$ cat src/rtl/tx_arb_pkg.sv
// Shared types and constants for the TX arbiter: FSM states, grant codes,
// packet types and the heartbeat word layout.
package tx_arb_pkg;

  typedef enum logic [2:0] {
    IDLE,
    FIFO_RD,
    FIFO_WAIT,
    LOAD,
    WAIT_HIGH,
    WAIT_LOW
  } state_e;

  typedef enum logic [1:0] {
    GNT_NONE = 2'd0,
    GNT_CFG  = 2'd1,
    GNT_HB   = 2'd2,
    GNT_FIFO = 2'd3
  } grant_e;

  typedef enum logic [1:0] {
    PKT_DATA  = 2'b00,
    PKT_TEST  = 2'b01,
    PKT_WRITE = 2'b10,
    PKT_READ  = 2'b11
  } pkt_type_e;

  localparam int HB_W        = 63;
  localparam int HB_SEQ_W    = 16;
  localparam int CNT_W       = 8;
  localparam int HB_TYPE_LSB = 0;
  localparam int HB_ID_LSB   = 2;
  localparam int HB_SEQ_LSB  = 10;
  localparam int HB_PCNT_LSB = 26;
  localparam int HB_BAD_LSB  = 38;
  localparam int HB_RSVD_LSB = 50;
  localparam int HB_FLAG_BIT = 62;

  // Heartbeat is a test packet; the reserved field [61:50] stays zero.
  function automatic logic [HB_W-1:0] hb_word(
    input logic [7:0]          id,
    input logic [HB_SEQ_W-1:0] seq,
    input logic [11:0]         pcnt,
    input logic [11:0]         bad
  );
    logic [HB_W-1:0] w;
    w = '0;
    w[HB_TYPE_LSB +: 2]         = PKT_TEST;
    w[HB_ID_LSB +: 8]           = id;
    w[HB_SEQ_LSB +: HB_SEQ_W]   = seq;
    w[HB_PCNT_LSB +: 12]        = pcnt;
    w[HB_BAD_LSB +: 12]         = bad;
    w[HB_RSVD_LSB +: 12]        = 12'h000;
    w[HB_FLAG_BIT]              = 1'b1;
    return w;
  endfunction

endpackage

$ cat src/rtl/tx_arbiter_if.sv
// UART and event-FIFO side signals of the TX arbiter.
interface tx_arbiter_if #(
  parameter int WIDTH = 64
);
  logic [WIDTH-2:0] tx_data;
  logic             ld_tx_data;
  logic             tx_busy;
  logic [WIDTH-2:0] fifo_data;
  logic             fifo_empty;
  logic             read_fifo_n;

  modport master (
    output tx_data, ld_tx_data, read_fifo_n,
    input  tx_busy, fifo_data, fifo_empty
  );

  modport slave (
    input  tx_data, ld_tx_data, read_fifo_n,
    output tx_busy, fifo_data, fifo_empty
  );
endinterface

$ cat src/rtl/tx_arbiter_hb_timer.sv
// Heartbeat period timer: raises a single pending request every HB_PERIOD
// enabled cycles and keeps the 16-bit heartbeat sequence number.
module hb_timer
  import tx_arb_pkg::*;
#(
  parameter int HB_PERIOD = 65535
) (
  input  logic                clk,
  input  logic                reset_n,
  input  logic                hb_enable_i,
  input  logic                hb_take_i,
  output logic                hb_pend_o,
  output logic [HB_SEQ_W-1:0] hb_seq_o
);

  localparam int TW = $clog2(HB_PERIOD);

  logic [TW-1:0]       timer_q, timer_d;
  logic                pend_q, pend_d;
  logic [HB_SEQ_W-1:0] hb_seq_q, hb_seq_d;
  logic                wrap;

  always_comb begin
    timer_d = timer_q;
    wrap    = 1'b0;
    if (!hb_enable_i) begin
      timer_d = '0;
    end else if (timer_q == TW'(HB_PERIOD - 1)) begin
      timer_d = '0;
      wrap    = 1'b1;
    end else begin
      timer_d = timer_q + 1'b1;
    end
    // A wrap while already pending collapses into the existing request.
    pend_d   = (pend_q & ~hb_take_i) | wrap;
    hb_seq_d = hb_take_i ? hb_seq_q + 1'b1 : hb_seq_q;
  end

  always_ff @(posedge clk or negedge reset_n) begin
    if (!reset_n) begin
      timer_q  <= '0;
      pend_q   <= 1'b0;
      hb_seq_q <= '0;
    end else begin
      timer_q  <= timer_d;
      pend_q   <= pend_d;
      hb_seq_q <= hb_seq_d;
    end
  end

  assign hb_pend_o = pend_q;
  assign hb_seq_o  = hb_seq_q;

endmodule

$ cat src/rtl/tx_arbiter.sv
// Shares the TX UART between config replies, heartbeat packets and the
// event FIFO; owns the FIFO read strobe and the UART load handshake.
module tx_arbiter
  import tx_arb_pkg::*;
#(
  parameter int WIDTH        = 64,
  parameter int FIFO_LATENCY = 2,
  parameter int HB_PERIOD    = 65535,
  parameter int BUSY_TIMEOUT = 15
) (
  input  logic             clk,
  input  logic             reset_n,
  input  logic             config_req,
  input  logic [WIDTH-2:0] config_data,
  input  logic [7:0]       chip_id,
  input  logic [11:0]      packet_count,
  input  logic [11:0]      bad_packets,
  input  logic             hb_enable,
  output logic [1:0]       grant,
  output logic             arb_busy,
  output logic             config_drop,
  tx_arbiter_if.master     bus
);

  localparam int DW = WIDTH - 1;

  state_e              state_q, state_d;
  grant_e              grant_q, grant_d;
  grant_e              prev_grant_q, prev_grant_d;
  grant_e              pick;
  logic [DW-1:0]       tx_data_q, tx_data_d;
  logic [DW-1:0]       cfg_buf_q, cfg_buf_d;
  logic                cfg_pend_q, cfg_pend_d;
  logic                config_drop_q, config_drop_d;
  logic [CNT_W-1:0]    cnt_q, cnt_d;
  logic                cfg_take, hb_take, hb_pend;
  logic [HB_SEQ_W-1:0] hb_seq;

  hb_timer #(
    .HB_PERIOD (HB_PERIOD)
  ) u_hb (
    .clk         (clk),
    .reset_n     (reset_n),
    .hb_enable_i (hb_enable),
    .hb_take_i   (hb_take),
    .hb_pend_o   (hb_pend),
    .hb_seq_o    (hb_seq)
  );

  always_comb begin
    state_d       = state_q;
    grant_d       = grant_q;
    prev_grant_d  = prev_grant_q;
    tx_data_d     = tx_data_q;
    cfg_buf_d     = cfg_buf_q;
    cfg_pend_d    = cfg_pend_q;
    config_drop_d = 1'b0;
    cnt_d         = cnt_q;
    cfg_take      = 1'b0;
    hb_take       = 1'b0;
    pick          = GNT_NONE;

    // Fairness: after a config or heartbeat load, a waiting FIFO goes next.
    if ((prev_grant_q == GNT_CFG || prev_grant_q == GNT_HB) && !bus.fifo_empty)
      pick = GNT_FIFO;
    else if (cfg_pend_q)
      pick = GNT_CFG;
    else if (hb_pend)
      pick = GNT_HB;
    else if (!bus.fifo_empty)
      pick = GNT_FIFO;

    unique case (state_q)
      IDLE: begin
        if (!bus.tx_busy && pick != GNT_NONE) begin
          grant_d      = pick;
          prev_grant_d = pick;
          case (pick)
            GNT_CFG: begin
              tx_data_d = cfg_buf_q;
              cfg_take  = 1'b1;
              state_d   = LOAD;
            end
            GNT_HB: begin
              tx_data_d = DW'(hb_word(chip_id, hb_seq, packet_count, bad_packets));
              hb_take   = 1'b1;
              state_d   = LOAD;
            end
            default: state_d = FIFO_RD;
          endcase
        end
      end
      FIFO_RD: begin
        cnt_d   = '0;
        state_d = FIFO_WAIT;
      end
      FIFO_WAIT: begin
        if (cnt_q == CNT_W'(FIFO_LATENCY - 1)) begin
          tx_data_d = bus.fifo_data;
          state_d   = LOAD;
        end else begin
          cnt_d = cnt_q + 1'b1;
        end
      end
      LOAD: begin
        cnt_d   = '0;
        state_d = WAIT_HIGH;
      end
      WAIT_HIGH: begin
        if (bus.tx_busy || cnt_q == CNT_W'(BUSY_TIMEOUT - 1))
          state_d = WAIT_LOW;
        else
          cnt_d = cnt_q + 1'b1;
      end
      WAIT_LOW: begin
        if (!bus.tx_busy) begin
          state_d = IDLE;
          grant_d = GNT_NONE;
        end
      end
      default: state_d = IDLE;
    endcase

    // A request landing on the cycle its predecessor is granted is kept.
    if (config_req) begin
      if (cfg_pend_q && !cfg_take) begin
        config_drop_d = 1'b1;
      end else begin
        cfg_pend_d = 1'b1;
        cfg_buf_d  = config_data;
      end
    end else if (cfg_take) begin
      cfg_pend_d = 1'b0;
    end
  end

  always_ff @(posedge clk or negedge reset_n) begin
    if (!reset_n) begin
      state_q       <= IDLE;
      grant_q       <= GNT_NONE;
      prev_grant_q  <= GNT_NONE;
      tx_data_q     <= '0;
      cfg_buf_q     <= '0;
      cfg_pend_q    <= 1'b0;
      config_drop_q <= 1'b0;
      cnt_q         <= '0;
    end else begin
      state_q       <= state_d;
      grant_q       <= grant_d;
      prev_grant_q  <= prev_grant_d;
      tx_data_q     <= tx_data_d;
      cfg_buf_q     <= cfg_buf_d;
      cfg_pend_q    <= cfg_pend_d;
      config_drop_q <= config_drop_d;
      cnt_q         <= cnt_d;
    end
  end

  assign bus.tx_data     = tx_data_q;
  assign bus.ld_tx_data  = (state_q == LOAD);
  assign bus.read_fifo_n = (state_q != FIFO_RD);
  assign grant           = grant_q;
  assign arb_busy        = (state_q != IDLE);
  assign config_drop     = config_drop_q;

endmodule

$ cat src/flat_wrapper.sv
// flat-port wrapper written by rule: the top's interface ports become plain ports
module tx_arbiter_flat import tx_arb_pkg::*;
#(
  parameter int WIDTH        = 64,
  parameter int FIFO_LATENCY = 2,
  parameter int HB_PERIOD    = 65535,
  parameter int BUSY_TIMEOUT = 15
)
  (clk, reset_n, config_req, config_data, chip_id, packet_count, bad_packets, hb_enable, grant, arb_busy, config_drop, bus_tx_data, bus_ld_tx_data, bus_read_fifo_n, bus_tx_busy, bus_fifo_data, bus_fifo_empty);
  tx_arbiter_if #(.WIDTH(WIDTH)) bus_i ();
  input  logic clk;
  input  logic reset_n;
  input  logic config_req;
  input  logic [WIDTH-2:0] config_data;
  input  logic [7:0] chip_id;
  input  logic [11:0] packet_count;
  input  logic [11:0] bad_packets;
  input  logic hb_enable;
  output logic [1:0] grant;
  output logic arb_busy;
  output logic config_drop;
  output wire logic [$bits(bus_i.tx_data)-1:0] bus_tx_data;
  output wire logic [$bits(bus_i.ld_tx_data)-1:0] bus_ld_tx_data;
  output wire logic [$bits(bus_i.read_fifo_n)-1:0] bus_read_fifo_n;
  input wire logic [$bits(bus_i.tx_busy)-1:0] bus_tx_busy;
  input wire logic [$bits(bus_i.fifo_data)-1:0] bus_fifo_data;
  input wire logic [$bits(bus_i.fifo_empty)-1:0] bus_fifo_empty;
  assign bus_tx_data = bus_i.tx_data;
  assign bus_ld_tx_data = bus_i.ld_tx_data;
  assign bus_read_fifo_n = bus_i.read_fifo_n;
  assign bus_i.tx_busy = bus_tx_busy;
  assign bus_i.fifo_data = bus_fifo_data;
  assign bus_i.fifo_empty = bus_fifo_empty;
  tx_arbiter #(.WIDTH(WIDTH), .FIFO_LATENCY(FIFO_LATENCY), .HB_PERIOD(HB_PERIOD), .BUSY_TIMEOUT(BUSY_TIMEOUT)) u_core (.clk(clk), .reset_n(reset_n), .config_req(config_req), .config_data(config_data), .chip_id(chip_id), .packet_count(packet_count), .bad_packets(bad_packets), .hb_enable(hb_enable), .grant(grant), .arb_busy(arb_busy), .config_drop(config_drop), .bus(bus_i));
endmodule
$ cat config.mk
export PLATFORM = sky130hd
export DESIGN_NAME = tx_arbiter_flat
export DESIGN_NICKNAME = d
export VERILOG_FILES = /design/src/rtl/tx_arb_pkg.sv /design/src/rtl/tx_arbiter_if.sv /design/src/rtl/tx_arbiter_hb_timer.sv /design/src/rtl/tx_arbiter.sv /design/src/flat_wrapper.sv
export SDC_FILE = /design/constraint.sdc
export NUM_CORES = 1
export LEC_CHECK = 0
export ABC_AREA = 1
export ABC_CLOCK_PERIOD_IN_PS = 3000
export CORE_MARGIN = 2
export CORE_UTILIZATION = 49
export DETAILED_ROUTE_END_ITERATION = 12
export HOLD_SLACK_MARGIN = 0.02
export PLACE_DENSITY = 0.8
export SYNTH_ARGS = -nofsm -noshare
export SYNTH_HDL_FRONTEND = slang
export SYNTH_SLANG_ARGS = --single-unit
$ cat constraint.sdc
create_clock -name clk -period 3 [get_ports clk]
set_input_delay 0.9 -clock clk [delete_from_list [all_inputs] [get_ports clk]]
set_output_delay 0.9 -clock clk [all_outputs]
set_load 0.03 [all_outputs]
# ---- Yosys cells after proc, flatten, opt, wreduce, memory -nomap -nowiden
# Cells that the tools add are included.
dict set report classes {
  addsub 3
  n_mul 0
  div 0
  order_cmp 0
  n_eq_ne 21
  shift 0
  mux 35
  bitwise 4
  reduce_logical 24
}
# operator count
set op_table {}
lappend op_table {{$pmux 63 s2} 2}
lappend op_table {{$mux 63} 2}
lappend op_table {{$add 16x1->16 const B} 2}
lappend op_table {{$mux 16} 2}
lappend op_table {{$pmux 8 s3} 1}
lappend op_table {{$pmux 3 s6} 1}
lappend op_table {{$eq 16x16->1 const B} 1}
lappend op_table {{$mux 8} 2}
lappend op_table {{$mux 2} 7}
lappend op_table {{$mux 1} 13}
lappend op_table {{$mux 3} 4}
lappend op_table {{$add 8x1->8 const B} 1}
lappend op_table {{$eq 8x1->1 const B} 1}
lappend op_table {{$eq 8x4->1 const B} 1}
lappend op_table {{$ne 2x2->1 const B} 4}
lappend op_table {{$reduce_and 4->1} 2}
lappend op_table {{$reduce_bool 2->1} 4}
lappend op_table {{$eq 3x2->1 const B} 2}
lappend op_table {{$eq 3x3->1 const B} 2}
lappend op_table {{$ne 2x1->1 const B} 3}
lappend op_table {{$reduce_and 2->1} 3}
lappend op_table {{$reduce_and 3->1} 2}
lappend op_table {{$reduce_bool 3->1} 2}
lappend op_table {{$eq 2x1->1 const B} 2}
lappend op_table {{13 further kinds} 21}
dict set report word_totals {
  register_bits 176
  latch_bits 0
  ram_bits 0
  mem_bits_ro 0
  out_inout_bits 69
  wordCells 98
  mem_count 0
}

# ---- Longest topological paths before layout
# Gate-level depths: netlist of the first run.
dict set report depth {
  ltp_word 12
  depth_mapped 15
}

# ---- By module
# Synthesis of the first run repeated with hierarchy kept, for this count alone.
dict set report hier_totals {
  hier_cells 1106
  area_unflattened_um2 8708.4
}
# module instances cells_per_inst area_per_inst_um2 seq_area_each_um2
set modules_own_cells {}
lappend modules_own_cells {tx_arbiter 1 902 6993.0 3578.4}
lappend modules_own_cells {hb_timer 1 204 1715.4 825.8}

# ---- Least setup slack after synthesis of the first run
# Ideal clock, no wire load.
dict set report synth_timing {
  path_kind {input port to flip-flop}
  startpoint {input bus_fifo_empty}
  endpoint {register u_core.u_hb.hb_seq_q[7] (netlist: u_core.u_hb.hb_seq_o[7])}
  setup_time_ns 0.123
  arrival_time_ns 2.472
  slack_ns 0.405
  cell_stages 11
  path_buffers 0
  cell_sequence {a21oi_1 o21ai_0 a21oi_1 inv_1 ha_1 inv_1 nand2_1 nor3_2 nand2_1 o21ai_0 nand2_1}
}
dict set report synth_via {
  elab_chain_cells 8
  elab_cells_between_ends 12
}
# element line_no
set synth_lines {}
lappend synth_lines {{from (decl)} flat_wrapper.sv:27} ;# input wire logic [$bits(bus_i.fifo_empty)-1:0] bus_fifo_empty;
lappend synth_lines {{$mux 2} tx_arbiter.sv:70} ;# else if (!bus.fifo_empty)
lappend synth_lines {{$mux 2} tx_arbiter.sv:68} ;# else if (hb_pend)
lappend synth_lines {{$mux 2} tx_arbiter.sv:66} ;# else if (cfg_pend_q)
lappend synth_lines {{$mux 2 (*)} tx_arbiter.sv:64} ;# if ((prev_grant_q == GNT_CFG || prev_grant_q == GNT_HB) && !bus.fifo_empty)
lappend synth_lines {{via u_core.pick[1]} tx_arbiter.sv:30} ;# grant_e pick;
lappend synth_lines {{$eq 2x2->1 / $reduce_bool 2->1 (equally long branches)} {tx_arbiter.sv:78, tx_arbiter.sv:75}}
lappend synth_lines {{$mux 1 / $logic_and 1x1->1 (equally long branches)} {tx_arbiter.sv:78, tx_arbiter.sv:75}}
lappend synth_lines {{$mux 1 (*)} tx_arbiter.sv:75} ;# if (!bus.tx_busy && pick != GNT_NONE) begin
lappend synth_lines {{$mux 1 (*)} tx_arbiter.sv:73} ;# unique case (state_q)
lappend synth_lines {{to (signal assigned)} tx_arbiter_hb_timer.sv:47} ;# hb_seq_q <= hb_seq_d;
lappend synth_lines {{to (decl)} tx_arbiter_hb_timer.sv:20} ;# logic [HB_SEQ_W-1:0] hb_seq_q, hb_seq_d;
# Mark *: on every way through the listed nets, which the timed path passes. The rest lies on a longest branch.
# A chain may end at the register's enable or synchronous reset.

# ---- Worst setup path in the final report of the first run
dict set report layout_timing {
  startpoint {register u_core.state_q[2]}
  endpoint {output bus_read_fifo_n}
}
dict set report layout_via {
  elab_chain_cells 1
}
# element line_no
set layout_lines {}
lappend layout_lines {{from (decl)} tx_arbiter.sv:27} ;# state_e state_q, state_d;
lappend layout_lines {{from (signal assigned)} tx_arbiter.sv:148} ;# state_q <= state_d;
lappend layout_lines {{$ne 3x1->1} tx_arbiter.sv:161} ;# assign bus.read_fifo_n = (state_q != FIFO_RD);
lappend layout_lines {{to (decl)} flat_wrapper.sv:24} ;# output wire logic [$bits(bus_i.read_fifo_n)-1:0] bus_read_fifo_n;
# Every way passes these cells.

==> results of run 1 <==
## flip-flops by register name, indices dropped and copies added (netlist names)
signal                 cells
u_core.cfg_pend_q          1
u_core.bus.tx_data        63
u_core.prev_grant_q        2
u_core.cfg_buf_q          63
u_core.u_hb.timer_q       16
u_core.cnt_q               8
u_core.state_q             3
u_core.u_hb.hb_seq_o      16
u_core.u_hb.hb_pend_o      1
u_core.grant               2
u_core.config_drop         1
## path summary, 6_finish.rpt
kind / from / to / slack (ns) / cells past startpoint
setup / recovery: u_core.state_q[2] / bus_read_fifo_n / 0.12 / 3
hold / removal: reset_n / u_core.bus.tx_data[14] / 0.47 / 1
setup reg to reg: u_core.prev_grant_q[1] / u_core.cfg_buf_q[39] / 0.66 / 15
hold reg to reg: u_core.bus.tx_data[15] / u_core.bus.tx_data[15] / 0.47 / 2
max in group asynchronous: reset_n / u_core.bus.tx_data[51] / 1.82 / 2
min in group clk: u_core.bus.tx_data[15] / u_core.bus.tx_data[15] / 0.47 / 2
## per-layer routing
layer	global-route usage	vias to the layer above
li1	-	4267
met1	0.348	4116
met2	0.445	332
met3	0.0641	55
met4	0.102	0
met5	0	-
## power groups by stage
| stage | Clock [uW] | Sequential, uW | Combinational (uW) |
|---|---|---|---|
| final | 2460 | 3830 | 5990 |
| after global routing | 2600 | 3930 | 6540 |
| after CTS | 2490 | 3820 | 6000 |
| after detailed placement | 0 | 3830 | 5970 |
| after global placement | 0 | 3820 | 5810 |
| after floorplan | 0 | 4450 | 2940 |
## kinds of logic (layout without fill, tap and decap cells)
kind of cell	count (synthesis)	after routing	share of synthesized area
AOI/OAI and AO/OA	85	85	0.0536
xor gates and xnor gates	13	13	0.0129
adders and majority gates	9	9	0.0127
buffers and inverters	122	371	0.0578
DFF	176	176	0.498
and+or+nand+nor	795	795	0.365
## stage by stage
step           TNS, ns  utilization
2_1_floorplan        0            -
3_3_place_gp    -10.41        0.654
3_5_place_dp    -18.81        0.654
4_1_cts              0        0.691
5_1_grt              0        0.691
6_report             0        0.691
## area by class of cell
| type | instances | area share |
|---|---|---|
| Sequential cell | 176 | 0.357 |
| Clock buffer | 17 | 0.0345 |
| Multi-Input combinational cell | 902 | 0.320 |
| Inverter | 64 | 0.0195 |
| Tap cell | 229 | 0.0232 |
| Timing Repair Buffer | 275 | 0.227 |
| Clock inverter | 15 | 0.0186 |
## what timing repair did
| item | 4_1_cts | 5_1_grt |
|---|---|---|
| endpoints found under the setup margin | 0 | 3 |
| resized for setup | 0 | 2 |
| hold buffers | 0 | 0 |
## synthesized netlist by cell type
library cell | number | area share
nand2_1 | 550 | 0.23
dfrtp_1 | 176 | 0.50
nand3_1 | 117 | 0.066
nor2_1 | 93 | 0.039
inv_1 | 61 | 0.026
o21ai_0 | 42 | 0.024
a31oi_1 | 35 | 0.025
clkbuf_1 | 31 | 0.013
buf_2 | 19 | 0.011
nor3_1 | 15 | 0.0085
ha_1 | 9 | 0.013
xor2_1 | 9 | 0.0089
buf_4 | 8 | 0.0068
nand4_1 | 8 | 0.0057
a21oi_1 | 6 | 0.0034
nand2_2 | 5 | 0.0035
xnor2_1 | 4 | 0.0040
inv_2 | 3 | 0.0013
nor2_2 | 2 | 0.0014
a21o_1 | 1 | 0.00085
nor2_4 | 1 | 0.0013
nor2_8 | 1 | 0.0023
nor3_2 | 1 | 0.0011
nor3_4 | 1 | 0.0018
o21bai_1 | 1 | 0.00085
or2_2 | 1 | 0.00071
==> flow_metrics.py, run 1 <==
metrics = {
    "sta": {
        "hold-worst-slack_ns": 0.468,
        "fmax_mhz": 347,
        "hold_viol_final": 0,
        "skew_ns": 0.0136,
        "post-route-min-period_ns": 2.88,
        "relSlewSlack": 0.530,
        "rsz0062_at_grt": "false",
        "tightest_slew_ns": 0.699,
        "fin_crit_sh": 0.960,
        "finalWorstSetupSlack_ns": 0.119,
        "drv_slew": 0,
        "setup_viol": 0,
    },
    "global_routing": {
        "antenna_found_initial": 0,
        "grt.total_usage": 0.270,
        "grt_pass1_wl_um": 41700,
        "overflow": 0,
        "grt_pass1_vias": 8357,
        "grt_max_degree": 65,
    },
    "power_and_ir_drop": {
        "p_int_uw": 7130,
        "power.total_uw": 12300,
        "swShare": 0.420,
        "total_leakage_power_uw": 0.00604,
        "vdd_drop_max_mv": 0.640,
        "p_clk_frac": 0.200,
        "p_comb_frac": 0.488,
        "power_density_nw_per_um2": 997,
        "power.switching_uw": 5160,
        "p_seq_frac": 0.312,
    },
    "finish": {
        "syn2layout_area_growth_pct": 39.3,
        "diodes": 0,
        "finalNonFillerCells": 1678,
        "seq_area_um2": 4410,
        "layout_commonest_cell": "nand2_1",
        "multi_input_area_um2": 3940,
        "nFillCells": 1455,
        "num-nets-final": 1609,
        "layout-drive-gt1-share": 0.0656,
        "final_cell_mix": "549 x nand2_1, 231 x clkdlybuf4s50_1, 175 x dfrtp_1, 117 x nand3_1, 93 x nor2_1",
        "final_cell_area_um2": 12300,
    },
    "place": {
        "routabilityCongestion": 0.901,
        "placed_area_um2": 11700,
        "io_buffers": 232,
        "place_ws_ns": -0.199,
        "post-dp-hpwl_um": 18700,
        "dp.cells": 1646,
    },
    "synthesis": {
        "synthCells": 1200,
        "syn_area_um2": 8850,
        "yosysSeqAreaShare": 0.498,
        "ys_seq_elements": 176,
        "ys_types": 26,
        "ys_warn_count": 0,
        "syn_avg_cell_area_um2": 7.37,
        "syn_nets": 1373,
    },
    "drt": {
        "vias_per_cell": 5.23,
        "route.met3.wl_um": 1790,
        "drc": 0,
        "firstDrtPassIters": 5,
        "num_vias": 8770,
        "wl_met2_um": 12400,
        "top_layer": "met4",
        "ant_nets": 0,
        "wirelength_met1_um": 11100,
        "wl_per_cell_um": 15.5,
        "wl_um": 26000,
        "drt_iter0_markers": 620,
    },
    "critical_path": {
        "end_kind": "primary output",
        "crit_chain": "inv_1 > nand3_1 > clkdlybuf4s50_1",
        "path_buf_inv": 2,
        "start_kind": "register",
        "cp_top_family": "buffers and inverters",
        "critPathArrivalTime_ns": 1.98,
        "critPathMaxFanout": 7,
        "crit_type": "reg2out",
        "cp_slowest_cell": "clkdlybuf4s50_1",
        "max_stage_delay_ns": 0.68,
        "worstPathRequired_ns": 2.10,
    },
    "clock_tree": {
        "cts_made_buffers": 17,
        "cts.root.buffer_cell": "clkbuf_16",
        "clk_pin_slew_worst_paths_ns": 0.07,
        "post_cts_buffers": 0,
        "clk_latency_ns": 0.43,
        "numClockSinks": 176,
        "htree_num_levels": 4,
        "clockBufferDepth": 2,
        "cts_tree": "built",
    },
    "floorplanning": {
        "ios": 233,
        "core_um2": 17800,
        "start_util": 0.496,
        "die_y_um": 138,
        "num_rows": 49,
        "dieArea_um2": 19100,
        "fp.dieW_um": 138,
    },
    "outcome": {
        "status": "completed",
    },
    "run": {
        "maxCapViolCount": 0,
    },
    "hold_path": {
        "holdCritPathClass": "in2async",
    },
}
Note: power is estimated with default switching activity, not from simulation.
==> inputs of run 2 (changes only) <==
--- a/config.mk
+++ b/config.mk
@@ -7,6 +7,7 @@
 export LEC_CHECK = 0
 export ABC_AREA = 1
 export ABC_CLOCK_PERIOD_IN_PS = 3000
+export CORE_ASPECT_RATIO = 1.1
 export CORE_MARGIN = 2
 export CORE_UTILIZATION = 49
 export DETAILED_ROUTE_END_ITERATION = 12
==> flow_metrics.py, run 2 (synthesized netlist as in run 1, its figures left out) <==
metrics = {
    "clock_tree": {
        "cts_tree": "built",
        "clk_pin_slew_worst_paths_ns": 0.07,
        "cts.root.buffer_cell": "clkbuf_16",
        "clockBufferDepth": 2,
        "clk_latency_ns": 0.43,
        "htree_num_levels": 4,
        "cts_made_buffers": 17,
        "numClockSinks": 176,
        "post_cts_buffers": 0,
    },
    "global_routing": {
        "grt.busiest_layer": "met2",
        "grtUsageMet1": 0.348,
        "antenna_found_initial": 0,
        "met2_usage": 0.471,
        "grt_max_degree": 64,
        "grt_pass1_vias": 8785,
        "grt_pass1_wl_um": 43200,
        "grt.total_usage": 0.282,
        "overflow": 0,
        "grtUsageMet3": 0.0660,
    },
    "critical_path": {
        "critPathArrivalTime_ns": 2.00,
        "crit_type": "reg2out",
        "worstPathRequired_ns": 2.10,
        "critPathMaxFanout": 7,
        "start_kind": "register",
        "end_kind": "primary output",
    },
    "floorplanning": {
        "die_y_um": 145,
        "num_rows": 51,
        "ios": 233,
        "core_um2": 17700,
        "start_util": 0.501,
        "dieArea_um2": 19200,
        "fp.dieW_um": 132,
    },
    "drt": {
        "num_vias": 8738,
        "drt_iter0_markers": 616,
        "ant_nets": 0,
        "wl_um": 26200,
        "wl_per_cell_um": 15.6,
        "firstDrtPassIters": 5,
        "vias_per_cell": 5.20,
        "drc": 0,
    },
    "sta": {
        "rsz0062_at_grt": "false",
        "drv_slew": 0,
        "skew_ns": 0.0119,
        "tightest_slew_ns": 0.610,
        "relSlewSlack": 0.590,
        "post-route-min-period_ns": 2.90,
        "fmax_mhz": 345,
        "fin_crit_sh": 0.966,
        "hold_viol_final": 0,
        "setup_viol": 0,
    },
    "place": {
        "placed_area_um2": 11700,
        "routabilityCongestion": 0.885,
        "io_buffers": 232,
        "post-dp-hpwl_um": 18500,
    },
    "power_and_ir_drop": {
        "p_seq_frac": 0.314,
        "p_clk_frac": 0.193,
        "power.total_uw": 12300,
        "p_int_uw": 7120,
        "p_comb_frac": 0.492,
        "total_leakage_power_uw": 0.00599,
        "power_density_nw_per_um2": 1000,
        "swShare": 0.420,
        "power.switching_uw": 5160,
        "vdd_drop_max_mv": 0.641,
    },
    "finish": {
        "diodes": 0,
        "final_cell_mix": "549 x nand2_1, 231 x clkdlybuf4s50_1, 175 x dfrtp_1, 117 x nand3_1, 93 x nor2_1",
        "num-nets-final": 1603,
        "syn2layout_area_growth_pct": 38.8,
        "final_util": 0.695,
        "layout-drive-gt1-share": 0.0582,
        "final_cell_area_um2": 12300,
        "layout_commonest_cell": "nand2_1",
    },
    "run": {
        "maxCapViolCount": 0,
    },
    "hold_path": {
        "holdCritPathClass": "in2async",
    },
    "outcome": {
        "status": "completed",
    },
}
run 2: changes by cell type in the layout (fill, tap and decap cells not counted), sizes merged:
| cell | previous run | this run |
|---|---|---|
| buf | 44 | 38 |
| bufinv | 5 | 4 |
| clkbuf | 17 | 23 |
| clkinv | 5 | 3 |
| clkinvlp | 1 | 3 |
| inv | 68 | 63 |
run 2: final timing paths:
| check | startpoint | endpoint | slack [ns] | depth (start not counted) |
|---|---|---|---|---|
| worst max-delay path | u_core.state_q[2] | arb_busy | 0.10 | 3 |
| worst min-delay path | reset_n | u_core.prev_grant_q[0] | 0.44 | 1 |
| worst max register to register | u_core.prev_grant_q[1] | u_core.bus.tx_data[0] | 0.70 | 12 |
| worst min register to register | u_core.bus.tx_data[55] | u_core.bus.tx_data[55] | 0.47 | 2 |
| max in group asynchronous | reset_n | u_core.u_hb.timer_q[8] | 1.83 | 2 |
| min in group clk | u_core.bus.tx_data[55] | u_core.bus.tx_data[55] | 0.47 | 2 |
run 2: area by class of cell:
cell class / instances / area [um2]
clock buffer: 23 / 468
clock inverter: 9 / 156
fill: 1448 / 5400
inverter: 64 / 240
multi-input combinational: 902 / 3950
sequential: 176 / 4410
tap: 238 / 298
timing repair buffer: 269 / 2760
run 2: repair_timing:
action	CTS	global route
endpoints found under the setup margin	0	1
resized for setup	0	1
hold buffers	0	0
run 2: power groups by stage:
stage / clock [uW] / sequential (uW) / combinational (uW)
2_1_floorplan: 0 / 4450 / 2940
3_3_place_gp: 0 / 3850 / 5870
3_5_place_dp: 0 / 3850 / 6020
4_1_cts: 2410 / 3840 / 6050
5_1_grt: 2500 / 3950 / 6620
6_report: 2370 / 3860 / 6050
run 2: critical path, stage by stage (launching register included):
cell and delay, ns:
dfrtp_1 0.60, nor2_8 0.10, nand2_2 0.18, clkdlybuf4s50_1 0.70
run 2: per-layer routing:
layer  routed length (um)  share of wire
met5                    0              0
met4                  917          0.035
met3                 1930          0.074
met2                12800           0.49
met1                10600           0.40
run 2: through the flow:
stage / TNS, ns / setup slack [ns] / hold WS [ns] / instances
2_1_floorplan: 0 / 0.405 / 0.442 / 1200
3_3_place_gp: -10.22 / -0.122 / 0.452 / 1649
3_5_place_dp: -17.43 / -0.180 / 0.457 / 1649
4_1_cts: 0 / 0.0225 / 0.440 / 1681
5_1_grt: 0 / 0.0288 / 0.460 / 1681
6_report: 0 / 0.102 / 0.437 / 1681
==> inputs of run 3 (changes only) <==
--- a/config.mk
+++ b/config.mk
@@ -8,7 +8,6 @@
 export ABC_AREA = 1
 export ABC_CLOCK_PERIOD_IN_PS = 3000
 export CORE_ASPECT_RATIO = 1.1
-export CORE_MARGIN = 2
 export CORE_UTILIZATION = 49
 export DETAILED_ROUTE_END_ITERATION = 12
 export HOLD_SLACK_MARGIN = 0.02
==> flow_metrics.py, run 3 (synthesized netlist as in run 1, its figures left out) <==
metrics = {
    "floorplanning": {
        "die_y_um": 143,
        "fp.dieW_um": 130,
        "dieArea_um2": 18600,
        "num_rows": 51,
        "ios": 233,
        "start_util": 0.501,
        "core_um2": 17700,
    },
    "finish": {
        "layout-drive-gt1-share": 0.0609,
        "layout_commonest_cell": "nand2_1",
        "num-nets-final": 1607,
        "final_util": 0.691,
        "syn2layout_area_growth_pct": 38.0,
        "diodes": 0,
        "nFillCells": 1444,
        "finalNonFillerCells": 1683,
        "final_cell_mix": "549 x nand2_1, 231 x clkdlybuf4s50_1, 175 x dfrtp_1, 117 x nand3_1, 93 x nor2_1",
    },
    "sta": {
        "skew_ns": 0.00810,
        "tightest_slew_ns": 0.630,
        "rsz0062_at_grt": "false",
        "fin_setup_tns_ns": 0,
        "fin_crit_sh": 0.968,
        "hold_viol_final": 0,
        "drv_slew": 0,
        "fmax_mhz": 344,
        "setup_viol": 0,
        "post-route-min-period_ns": 2.90,
        "relSlewSlack": 0.577,
    },
    "drt": {
        "wl_um": 25500,
        "drc": 0,
        "num_vias": 8759,
        "wl_per_cell_um": 15.2,
        "ant_nets": 0,
        "drt_iter0_markers": 626,
        "firstDrtPassIters": 5,
        "vias_per_cell": 5.20,
    },
    "global_routing": {
        "grt_pass1_wl_um": 40900,
        "grt_max_degree": 66,
        "grt.total_usage": 0.286,
        "grt_pass1_vias": 8346,
        "overflow": 0,
        "antenna_found_initial": 0,
    },
    "power_and_ir_drop": {
        "p_int_uw": 6700,
        "power.switching_uw": 5050,
        "power_density_nw_per_um2": 963,
        "power.total_uw": 11800,
        "vdd_drop_max_mv": 0.590,
        "total_leakage_power_uw": 0.00596,
        "p_clk_frac": 0.179,
        "swShare": 0.430,
        "p_comb_frac": 0.494,
        "p_seq_frac": 0.327,
    },
    "place": {
        "post-dp-hpwl_um": 17900,
        "io_buffers": 232,
        "routabilityCongestion": 0.896,
        "dp.cells": 1653,
    },
    "clock_tree": {
        "cts.root.buffer_cell": "clkbuf_16",
        "htree_num_levels": 4,
        "numClockSinks": 176,
        "cts_tree": "built",
        "cts_made_buffers": 17,
        "clk_pin_slew_worst_paths_ns": 0.07,
        "clockBufferDepth": 2,
        "post_cts_buffers": 0,
        "clk_latency_ns": 0.44,
    },
    "critical_path": {
        "start_kind": "register",
        "critPathMaxFanout": 7,
        "worstPathRequired_ns": 2.10,
        "end_kind": "primary output",
        "crit_type": "reg2out",
        "crit_chain": "inv_1 > nand3_1 > clkdlybuf4s50_1",
        "max_stage_delay_ns": 0.67,
        "critPathArrivalTime_ns": 2.00,
        "cp_slowest_cell": "clkdlybuf4s50_1",
    },
    "run": {
        "maxCapViolCount": 0,
    },
    "hold_path": {
        "holdCritPathClass": "in2async",
    },
    "outcome": {
        "status": "completed",
    },
}
## run 3: cell type report
type,instances,area [um2],share of cell area
clock inverter,9,87.6,0.00717
clock buffer,21,450,0.0369
inverter,64,240,0.0197
timing repair buffer,273,2790,0.228
tap,238,298,0.0244
multi-input combinational,902,3940,0.323
sequential,176,4410,0.361
## run 3: worst max-delay path, delay by kind of cell, from the launching register on
kind | cells | cell delay, ns
flops | 1 | 0.60
buf+inv | 2 | 0.84
simple gates | 1 | 0.12
## run 3: repair_timing
item	CTS	global route
endpoints found under the setup margin	0	2
hold buffers	0	0
resized for setup	0	2
## run 3: power groups by stage
stage,sequential (uW),clock [uW],combinational (uW)
floorplan,4450,0,2940
global placement,3840,0,5660
detailed placement,3840,0,5790
CTS,3830,2110,5820
global route,3930,2190,6410
finish,3840,2100,5810
## run 3: routing by layer
metal | vias up | GRT usage | part of all wire
met5 | - | 0 | 0
met4 | 0 | 0.123 | 0.030
met3 | 57 | 0.0607 | 0.067
met2 | 354 | 0.469 | 0.49
met1 | 4088 | 0.363 | 0.42
li1 | 4260 | - | -
## run 3: per-stage QoR
stage	hold slack (ns)	setup slack [ns]	instance area [um2]
2_1_floorplan	0.442	0.405	8850
3_3_place_gp	0.453	-0.184	11700
3_5_place_dp	0.458	-0.229	11700
4_1_cts	0.352	0.0212	12200
5_1_grt	0.365	0.0136	12200
6_report	0.340	0.0952	12200
## run 3: worst paths after layout
kind	start	to	slack [ns]	cells after the start
setup / recovery	u_core.state_q[2]	bus_read_fifo_n	0.1	3
hold / removal	reset_n	u_core.bus.tx_data[19]	0.34	1
setup reg to reg	u_core.prev_grant_q[1]	u_core.bus.tx_data[42]	0.70	12
hold reg to reg	u_core.u_hb.hb_seq_o[15]	u_core.u_hb.hb_seq_o[15]	0.47	2
max in group asynchronous	reset_n	u_core.bus.tx_data[12]	1.97	2
min in group clk	u_core.u_hb.hb_seq_o[15]	u_core.u_hb.hb_seq_o[15]	0.47	2
